<file path="src/rtl/main.sv">
//------------------------------------------------------------------------------
// main : BLDC Hall-sensor commutation and 4-bit PWM gate controller.
// The MAIN_DEADTIME_EN macro enables dead-time blanking on every step change.
// Revision: 1.0
//------------------------------------------------------------------------------
`default_nettype none

module main #(
  parameter int PWM_PRESCALE = 1,
  parameter int DEAD_CYCLES  = 4
) (
  input  logic CLK,
  input  logic LOW,
  input  logic H1,
  input  logic H2,
  input  logic H3,
  input  logic D3,
  input  logic D2,
  input  logic D1,
  input  logic D0,
  output logic A_OUT,
  output logic B_OUT,
  output logic C_OUT,
  output logic AA_OUT,
  output logic BB_OUT,
  output logic CC_OUT
);

  localparam int c_pre_w = (PWM_PRESCALE > 1) ? $clog2(PWM_PRESCALE) : 1;
  localparam logic [c_pre_w-1:0] c_pre_max = c_pre_w'(PWM_PRESCALE - 1);

  if (PWM_PRESCALE < 1) begin : g_bad_prescale
    $error("PWM_PRESCALE must be >= 1");
  end
  if (DEAD_CYCLES < 1) begin : g_bad_dead_cycles
    $error("DEAD_CYCLES must be >= 1");
  end

  logic [2:0]         sync1_q;
  logic [2:0]         hall_q;
  logic [c_pre_w-1:0] pre_q;
  logic [3:0]         p_q;
  logic [3:0]         dlat_q;
  logic [5:0]         out_q;   // {A,B,C,AA,BB,CC}
  logic [5:0]         out_d;

  logic [3:0] w_duty;
  logic       w_pwm_step;
  logic       w_wrap;
  logic       w_pwm;
  logic       w_blank;
  logic [5:0] w_step;

  assign w_duty     = {D3, D2, D1, D0};
  assign w_pwm_step = (pre_q == c_pre_max);
  assign w_wrap     = w_pwm_step && (p_q == 4'd15);
  assign w_pwm      = (p_q < dlat_q);

  always_ff @(posedge CLK or posedge LOW) begin
    if (LOW) begin
      sync1_q <= 3'b000;
      hall_q  <= 3'b000;
      pre_q   <= '0;
      p_q     <= 4'd0;
      dlat_q  <= 4'd0;
      out_q   <= 6'b000000;
    end else begin
      sync1_q <= {H3, H2, H1};
      hall_q  <= sync1_q;
      pre_q   <= w_pwm_step ? '0 : pre_q + 1'b1;
      if (w_pwm_step) p_q <= p_q + 4'd1;
      if (w_wrap) dlat_q <= w_duty;
      out_q   <= out_d;
    end
  end

  // High side is chopped, low side of the same pair is held for the whole step.
  always_comb begin
    w_step = 6'b000000;
    case (hall_q)
      3'b001:  w_step = {w_pwm, 1'b0, 1'b0, 3'b010};
      3'b101:  w_step = {w_pwm, 1'b0, 1'b0, 3'b001};
      3'b100:  w_step = {1'b0, w_pwm, 1'b0, 3'b001};
      3'b110:  w_step = {1'b0, w_pwm, 1'b0, 3'b100};
      3'b010:  w_step = {1'b0, 1'b0, w_pwm, 3'b100};
      3'b011:  w_step = {1'b0, 1'b0, w_pwm, 3'b010};
      default: w_step = 6'b000000;
    endcase
  end

`ifdef MAIN_DEADTIME_EN
  localparam int c_dead_w = $clog2(DEAD_CYCLES + 1);
  localparam logic [c_dead_w-1:0] c_dead_load = c_dead_w'(DEAD_CYCLES - 1);

  logic [2:0]          hall_prev_q;
  logic [c_dead_w-1:0] dead_q;
  logic                w_change;

  assign w_change = (hall_q != hall_prev_q);

  // The change cycle itself blanks, then the counter covers the rest of the gap.
  always_ff @(posedge CLK or posedge LOW) begin
    if (LOW) begin
      hall_prev_q <= 3'b000;
      dead_q      <= '0;
    end else begin
      hall_prev_q <= hall_q;
      if (w_change) dead_q <= c_dead_load;
      else if (dead_q != '0) dead_q <= dead_q - 1'b1;
    end
  end

  assign w_blank = w_change || (dead_q != '0);
`else
  assign w_blank = 1'b0;
`endif

  assign out_d = w_blank ? 6'b000000 : w_step;

  assign {A_OUT, B_OUT, C_OUT, AA_OUT, BB_OUT, CC_OUT} = out_q;

endmodule

`default_nettype wire

</file>
<file path="config.mk">
export PLATFORM = sky130hd
export DESIGN_NAME = main
export DESIGN_NICKNAME = d
export VERILOG_FILES = /design/src/rtl/main.sv
export SDC_FILE = /design/constraint.sdc
export NUM_CORES = 1
export LEC_CHECK = 0
export ABC_AREA = 0
export CAP_MARGIN = 20
export CORE_MARGIN = 4
export CORE_UTILIZATION = 42
export DETAILED_ROUTE_END_ITERATION = 16
export PLACE_DENSITY = 0.69
export SETUP_SLACK_MARGIN = 0.02
export SLEW_MARGIN = 25
export SYNTH_ARGS = -nofsm -noshare
export SYNTH_HDL_FRONTEND = slang
export SYNTH_SLANG_ARGS = --single-unit
</file>
<file path="constraint.sdc">
create_clock -name CLK -period 1.5 [get_ports CLK]
set_input_delay 0.15 -clock CLK [delete_from_list [all_inputs] [get_ports CLK]]
set_output_delay 0.15 -clock CLK [all_outputs]
set_load 0.01 [all_outputs]
</file>
==> results of run 1 <==
per-stage QoR:
| stage | hold slack [ps] | util | instances | power [W] |
|---|---|---|---|---|
| final | 157 | 0.602 | 82 | 0.00107 |
| after global routing | 168 | 0.602 | 82 | 0.00112 |
| after CTS | 157 | 0.602 | 82 | 0.00108 |
| after detailed placement | 335 | 0.568 | 78 | 0.000653 |
| after global placement | 332 | 0.568 | 78 | 0.000650 |
| after floorplan | 114 | - | 47 | 0.000607 |
path summary, 6_finish.rpt:
check | cells past startpoint | from | slack (ps) | endpoint
min reg2reg | 0 | sync1_q[2]$_DFF_PP0_ | 360 | hall_q[2]$_DFF_PP0_
min in group CLK | 1 | H2 | 280 | sync1_q[1]$_DFF_PP0_
max in group asynchronous | 3 | LOW | 1140 | dlat_q[2]$_DFFE_PP0N_
max | 4 | p_q[1]$_DFF_PP0_ | 120 | out_q[4]$_DFF_PP0_
max reg2reg | 4 | p_q[1]$_DFF_PP0_ | 120 | out_q[4]$_DFF_PP0_
min | 3 | LOW | 160 | p_q[2]$_DFF_PP0_
metal layers:
layer	track usage	vias up	wire length, um
li1	-	195	-
met1	0.110	179	441
met2	0.136	9	477
met3	0.0275	2	51
met4	0.0711	0	13
met5	0	-	0
synthesized netlist by cell type:
master     n
inv_1      5
a21oi_1    1
mux2_1     4
nand3_1    1
o21ai_1    1
nor2b_1    3
nor3b_2    1
xor2_1     1
xnor2_1    1
nand3_2    1
o211ai_1   1
ha_1       4
dfrtp_1   20
nor3b_1    3
critical path: cells and delay by family, from the launching register on:
| kind | cells | cell delay (ps) |
|---|---|---|
| AO/OA/AOI/OAI | 2 | 310 |
| adder cells (fa/ha/maj) | 1 | 310 |
| flip-flops | 1 | 420 |
| AND/OR/NAND/NOR | 1 | 260 |
layout make-up:
type | count | area [um2]
clock inverter | 1 | 30.0
timing repair buffer | 15 | 148
fill | 135 | 621
sequential | 20 | 500
clock buffer | 3 | 22.5
multi-input combinational | 22 | 199
tap | 16 | 20.0
inverter | 5 | 18.8
logic make-up after synthesis:
group / Yosys count / share of synthesized area
fa+ha+maj: 4 / 0.0697
flops: 20 / 0.697
xor+xnor: 2 / 0.0244
buf+inv: 5 / 0.0261
simple gates: 9 / 0.0958
mux: 4 / 0.0627
compound gates: 3 / 0.0244
what timing repair did:
item / in CTS / in global routing
endpoints found under the hold margin: 0 / 0
gates resized for setup: 0 / 0
endpoints found under the setup margin: 0 / 1
power groups by stage:
stage / registers (W) / clock network, W / logic, W
global placement: 0.000580 / 0 / 0.0000707
floorplan: 0.000583 / 0 / 0.0000231
detailed placement: 0.000581 / 0 / 0.0000721
finish: 0.000570 / 0.000427 / 0.0000705
CTS: 0.000570 / 0.000440 / 0.0000723
global route: 0.000573 / 0.000466 / 0.0000776
sequential cells by signal (all words and copies together), names as in the netlist:
name and count:
out_q 6, dlat_q 4, p_q 4, hall_q 3, sync1_q 3
==> flow_metrics.tcl, run 1 <==
set metrics [dict create \
    status "finished clean" \
    htreeDepth 1 \
    grt_max_degree 21 \
    synthToLayoutAreaGrowth_pct 30.7 \
    yosysSeqAreaShare 0.697 \
    clock_skew_ps 3.81 \
    cp_data_required_time_ps 1700 \
    hold_viol_final 0 \
    place.gp.congestion 0.692 \
    antenna_found_initial 0 \
    start_util 0.461 \
    power_density_nw_per_um2 1140 \
    rsz0062_at_grt "yes" \
    via_per_inst 4.70 \
    design_area_um2 938 \
    ys_top_cells_by_area "dfrtp_1 70%, ha_1 7.0%, mux2_1 6.3%" \
    p_int_w 0.000875 \
    relSlewSlack 0.840 \
    drive_above_1_share 0.106 \
    first_global_vias 368 \
    p_switching_w 0.000192 \
    post-place-ws_ps 154 \
    ir_worst_vdd_uv 752 \
    swShare 0.180 \
    grt_usage 0.0918 \
    drv_slew 0 \
    crit_type "reg -> reg" \
    synth_nets 60 \
    slowest_delay_ps 420 \
    cts.sinks 20 \
    drtIter0Drc 0 \
    post_cts_buffers 0 \
    pwr-share-comb 0.066 \
    drc_errors 0 \
    critPathSlowestCell "dfrtp_1" \
    max_cap_violations 0 \
    numPortBuffers 14 \
    dp_hpwl_um 719 \
    clk_path_buf_depth 2 \
    place_area_um2 886 \
    yosysTopAreaCell "dfrtp_1" \
    crit_chain "ha_1 -> o211ai_1 -> o21ai_1 -> nor3b_1" \
    netlist_area_um2 718 \
    p_leak_nw 0.444 \
    wl_per_cell_um 12.0 \
    root_buffer "clkbuf_4" \
    seqPwrFrac 0.534 \
    synthesis.area_per_instance_um2 15.3 \
    cts_tree "done" \
    io_pins 15 \
    wl_um 983 \
    setup_ws_ps 116 \
    coreArea_um2 1560 \
    vias 385 \
    grt_pass1_wl_mm 1.61 \
    min_path_type "in -> async" \
    num_rows 14 \
    yosys_warnings 0 \
    firstDrtPassIters 1 \
    dieArea_um2 2440 \
    clk_latency_ps 290 \
    grt-ovfl-total 0 \
    yosysTopAreaCellShare 0.697 \
    fmax_mhz 723 \
    final_cell_mix "20 x dfrtp_1, 14 x clkdlybuf4s50_1, 5 x inv_1" \
    fin_tns_setup_ps 0 \
    final_common_cell "dfrtp_1" \
    period_needed_ps 1380 \
    ys_seq_elements 20 \
    cp-end-kind "register" \
    tightest_slew_ps 238 \
    ctsHoldBuffers 0 \
    nNetsFinal 80 \
    worst-path-max-fanout 3 \
    n_antenna_cell 0 \
    fp.dieH_um 49.4 \
    startpoint_type "register" \
    cts_buffers 3 \
    p_clk_frac 0.400 \
    cp_data_arrival_time_ps 1580 \
    clk_pin_slew_ps 110 \
    synth.distinct_cells 14 \
    die_x_um 49.4 \
    period_share 0.923 \
    setup_viol 0 \
    syn_inst 47 \
    ant_nets 0 \
]
Note: power is estimated with default switching activity, not from simulation.
==> inputs of run 2 (changes only) <==
--- a/config.mk
+++ b/config.mk
@@ -5,8 +5,6 @@
 export SDC_FILE = /design/constraint.sdc
 export NUM_CORES = 1
 export LEC_CHECK = 0
-export ABC_AREA = 0
-export CAP_MARGIN = 20
 export CORE_MARGIN = 4
 export CORE_UTILIZATION = 42
 export DETAILED_ROUTE_END_ITERATION = 16
==> results of run 2 <==
Final layout, timing and power as in run 1 (identical DEF).
==> inputs of run 3 (changes only) <==
--- a/config.mk
+++ b/config.mk
@@ -6,9 +6,10 @@
 export NUM_CORES = 1
 export LEC_CHECK = 0
 export CORE_MARGIN = 4
-export CORE_UTILIZATION = 42
+export CORE_UTILIZATION = 40
 export DETAILED_ROUTE_END_ITERATION = 16
-export PLACE_DENSITY = 0.69
+export PLACE_DENSITY = 0.65
+export RECOVER_POWER = 25
 export SETUP_SLACK_MARGIN = 0.02
 export SLEW_MARGIN = 25
 export SYNTH_ARGS = -nofsm -noshare
==> run 3 against run 2 <==
Via count unchanged. Total power down 0.90%. Clock power down 1%. Critical endpoint is now out_q[5]$_DFF_PP0_. Highest routed layer is now met3.
==> flow_metrics.tcl, run 3 (synthesis results as in run 1) <==
set metrics [dict create \
    status "finished clean" \
    clock_skew_ps 8.34 \
    largest_register_ffs 6 \
    p_leak_nw 0.441 \
    root_buffer "clkbuf_4" \
    rsz0062_at_grt "no" \
    drive_above_1_share 0.0909 \
    wl_um 876 \
    relSlewSlack 0.343 \
    cp.buffers_inverters 0 \
    wl_per_cell_um 9.63 \
    holdPathEnd "hall_q[2]$_DFF_PP0_" \
    cts_tree "done" \
    fp.dieH_um 50.4 \
    period_needed_ps 1330 \
    power_w 0.00106 \
    grt-ovfl-total 0 \
    grt_pass1_wl_mm 1.56 \
    dp_hpwl_um 667 \
    crit_path_start "p_q[3]$_DFF_PP0_" \
    coreArea_um2 1710 \
    cp-end-kind "register" \
    ctsHoldBuffers 0 \
    clk_latency_ps 290 \
    cpLargestDelayFamily "flip-flops" \
    reg_top3 "out_q: 6 flops, dlat_q: 4 flops, p_q: 4 flops" \
    met1_usage 0.102 \
    cts.sinks 20 \
    worst-path-max-fanout 3 \
    tightest_slew_ps 985 \
    drv_slew 0 \
    die_x_um 50.4 \
    crit_type "reg -> reg" \
    nNetsFinal 80 \
    place.gp.congestion 0.771 \
    dieArea_um2 2540 \
    period_share 0.885 \
    crit_chain "ha_1 -> a21oi_1 -> o21ai_1 -> nor3b_1" \
    drtIter0Drc 9 \
    antenna_found_initial 0 \
    grtUsageMet3 0.0267 \
    cp_data_arrival_time_ps 1540 \
    num_rows 15 \
    grt_use_met2 0.122 \
    io_pins 15 \
    cts_buffers 3 \
    r2r_start "p_q[3]$_DFF_PP0_" \
    ant_nets 0 \
    setup_viol 0 \
    design_area_um2 946 \
    via_per_inst 4.23 \
    final_common_cell "dfrtp_1" \
    drc_errors 0 \
    hold_viol_final 0 \
    firstDrtPassIters 4 \
    fmax_mhz 753 \
    vias 385 \
    busiest_layer "met2" \
    final_cell_mix "20 x dfrtp_1, 10 x clkdlybuf4s50_1, 5 x inv_1" \
    ir_worst_vdd_uv 625 \
    synthToLayoutAreaGrowth_pct 31.7 \
    power_density_nw_per_um2 1120 \
    min_path_type "reg -> reg" \
    place_area_um2 897 \
    clk_path_buf_depth 2 \
    post_cts_buffers 0 \
    rr_worst_depth 4 \
    start_util 0.421 \
    n_antenna_cell 0 \
    grt_usage 0.0860 \
    hold_start "sync1_q[2]$_DFF_PP0_" \
    fin_tns_setup_ps 0 \
    grt_max_degree 21 \
    htreeDepth 1 \
    clk_pin_slew_ps 110 \
    first_global_vias 362 \
    largest_register "out_q" \
    startpoint_type "register" \
    numPortBuffers 14 \
    whs_path_depth 0 \
    critPathSlowestCell "dfrtp_1" \
    r2r_slack_ps 170 \
    reg2reg_to "out_q[5]$_DFF_PP0_" \
    max_cap_violations 0 \
    cts_resized 0 \
    final_core_util 0.554 \
    slowest_delay_ps 430 \
    cp_data_required_time_ps 1710 \
]
run 3: cell types whose count changed in the layout (fill, tap and decap cells not counted), sizes merged:
cell           previous run  this run
buf                       1         0
clkbuf                    3         4
clkdlybuf4s50            14        10
dlygate4sd3               0         4
run 3: cell type report:
| type | count | area (um2) |
|---|---|---|
| Tap cell | 25 | 31.3 |
| Clock inverter | 1 | 30.0 |
| Sequential cell | 20 | 500 |
| Inverter | 5 | 18.8 |
| Fill cell | 144 | 762 |
| Clock buffer | 3 | 22.5 |
| Multi-Input combinational cell | 22 | 199 |
| Timing Repair Buffer | 15 | 144 |
run 3: worst max-delay path by stage:
stage	to	slack [ps]	cells past startpoint
floorplan	out_q[4]$_DFF_PP0_	300	4
global placement	out_q[4]$_DFF_PP0_	220	4
detailed placement	out_q[5]$_DFF_PP0_	200	4
CTS	B_OUT	160	1
global route	out_q[5]$_DFF_PP0_	20	4
finish	out_q[5]$_DFF_PP0_	170	4
run 3: where the power goes:
| part | switching (W) | internal (W) | leakage, nW | total [W] |
|---|---|---|---|---|
| clock | 0.000151 | 0.000270 | 0.0279 | 0.000421 |
| sequential | 0.00000876 | 0.000561 | 0.246 | 0.000569 |
| combinational | 0.0000255 | 0.0000409 | 0.167 | 0.0000664 |
run 3: per-stage QoR:
step	cells	hold WS (ps)	worst slack (ps)
2_1_floorplan	47	114	304
3_3_place_gp	87	331	221
3_5_place_dp	87	335	203
4_1_cts	91	163	161
5_1_grt	91	365	24.2
6_report	91	359	173
run 3: worst reg2reg max path, cell delays in order (launching register included):
cell and delay, ps:
dfrtp_1 430, ha_1 330, a21oi_1 160, o21ai_1 120, nor3b_1 220
run 3: per-layer routing:
metal	wire length (um)	vias to the layer above
met5	0	-
met4	0	0
met3	45	0
met2	427	10
met1	403	182
li1	-	193
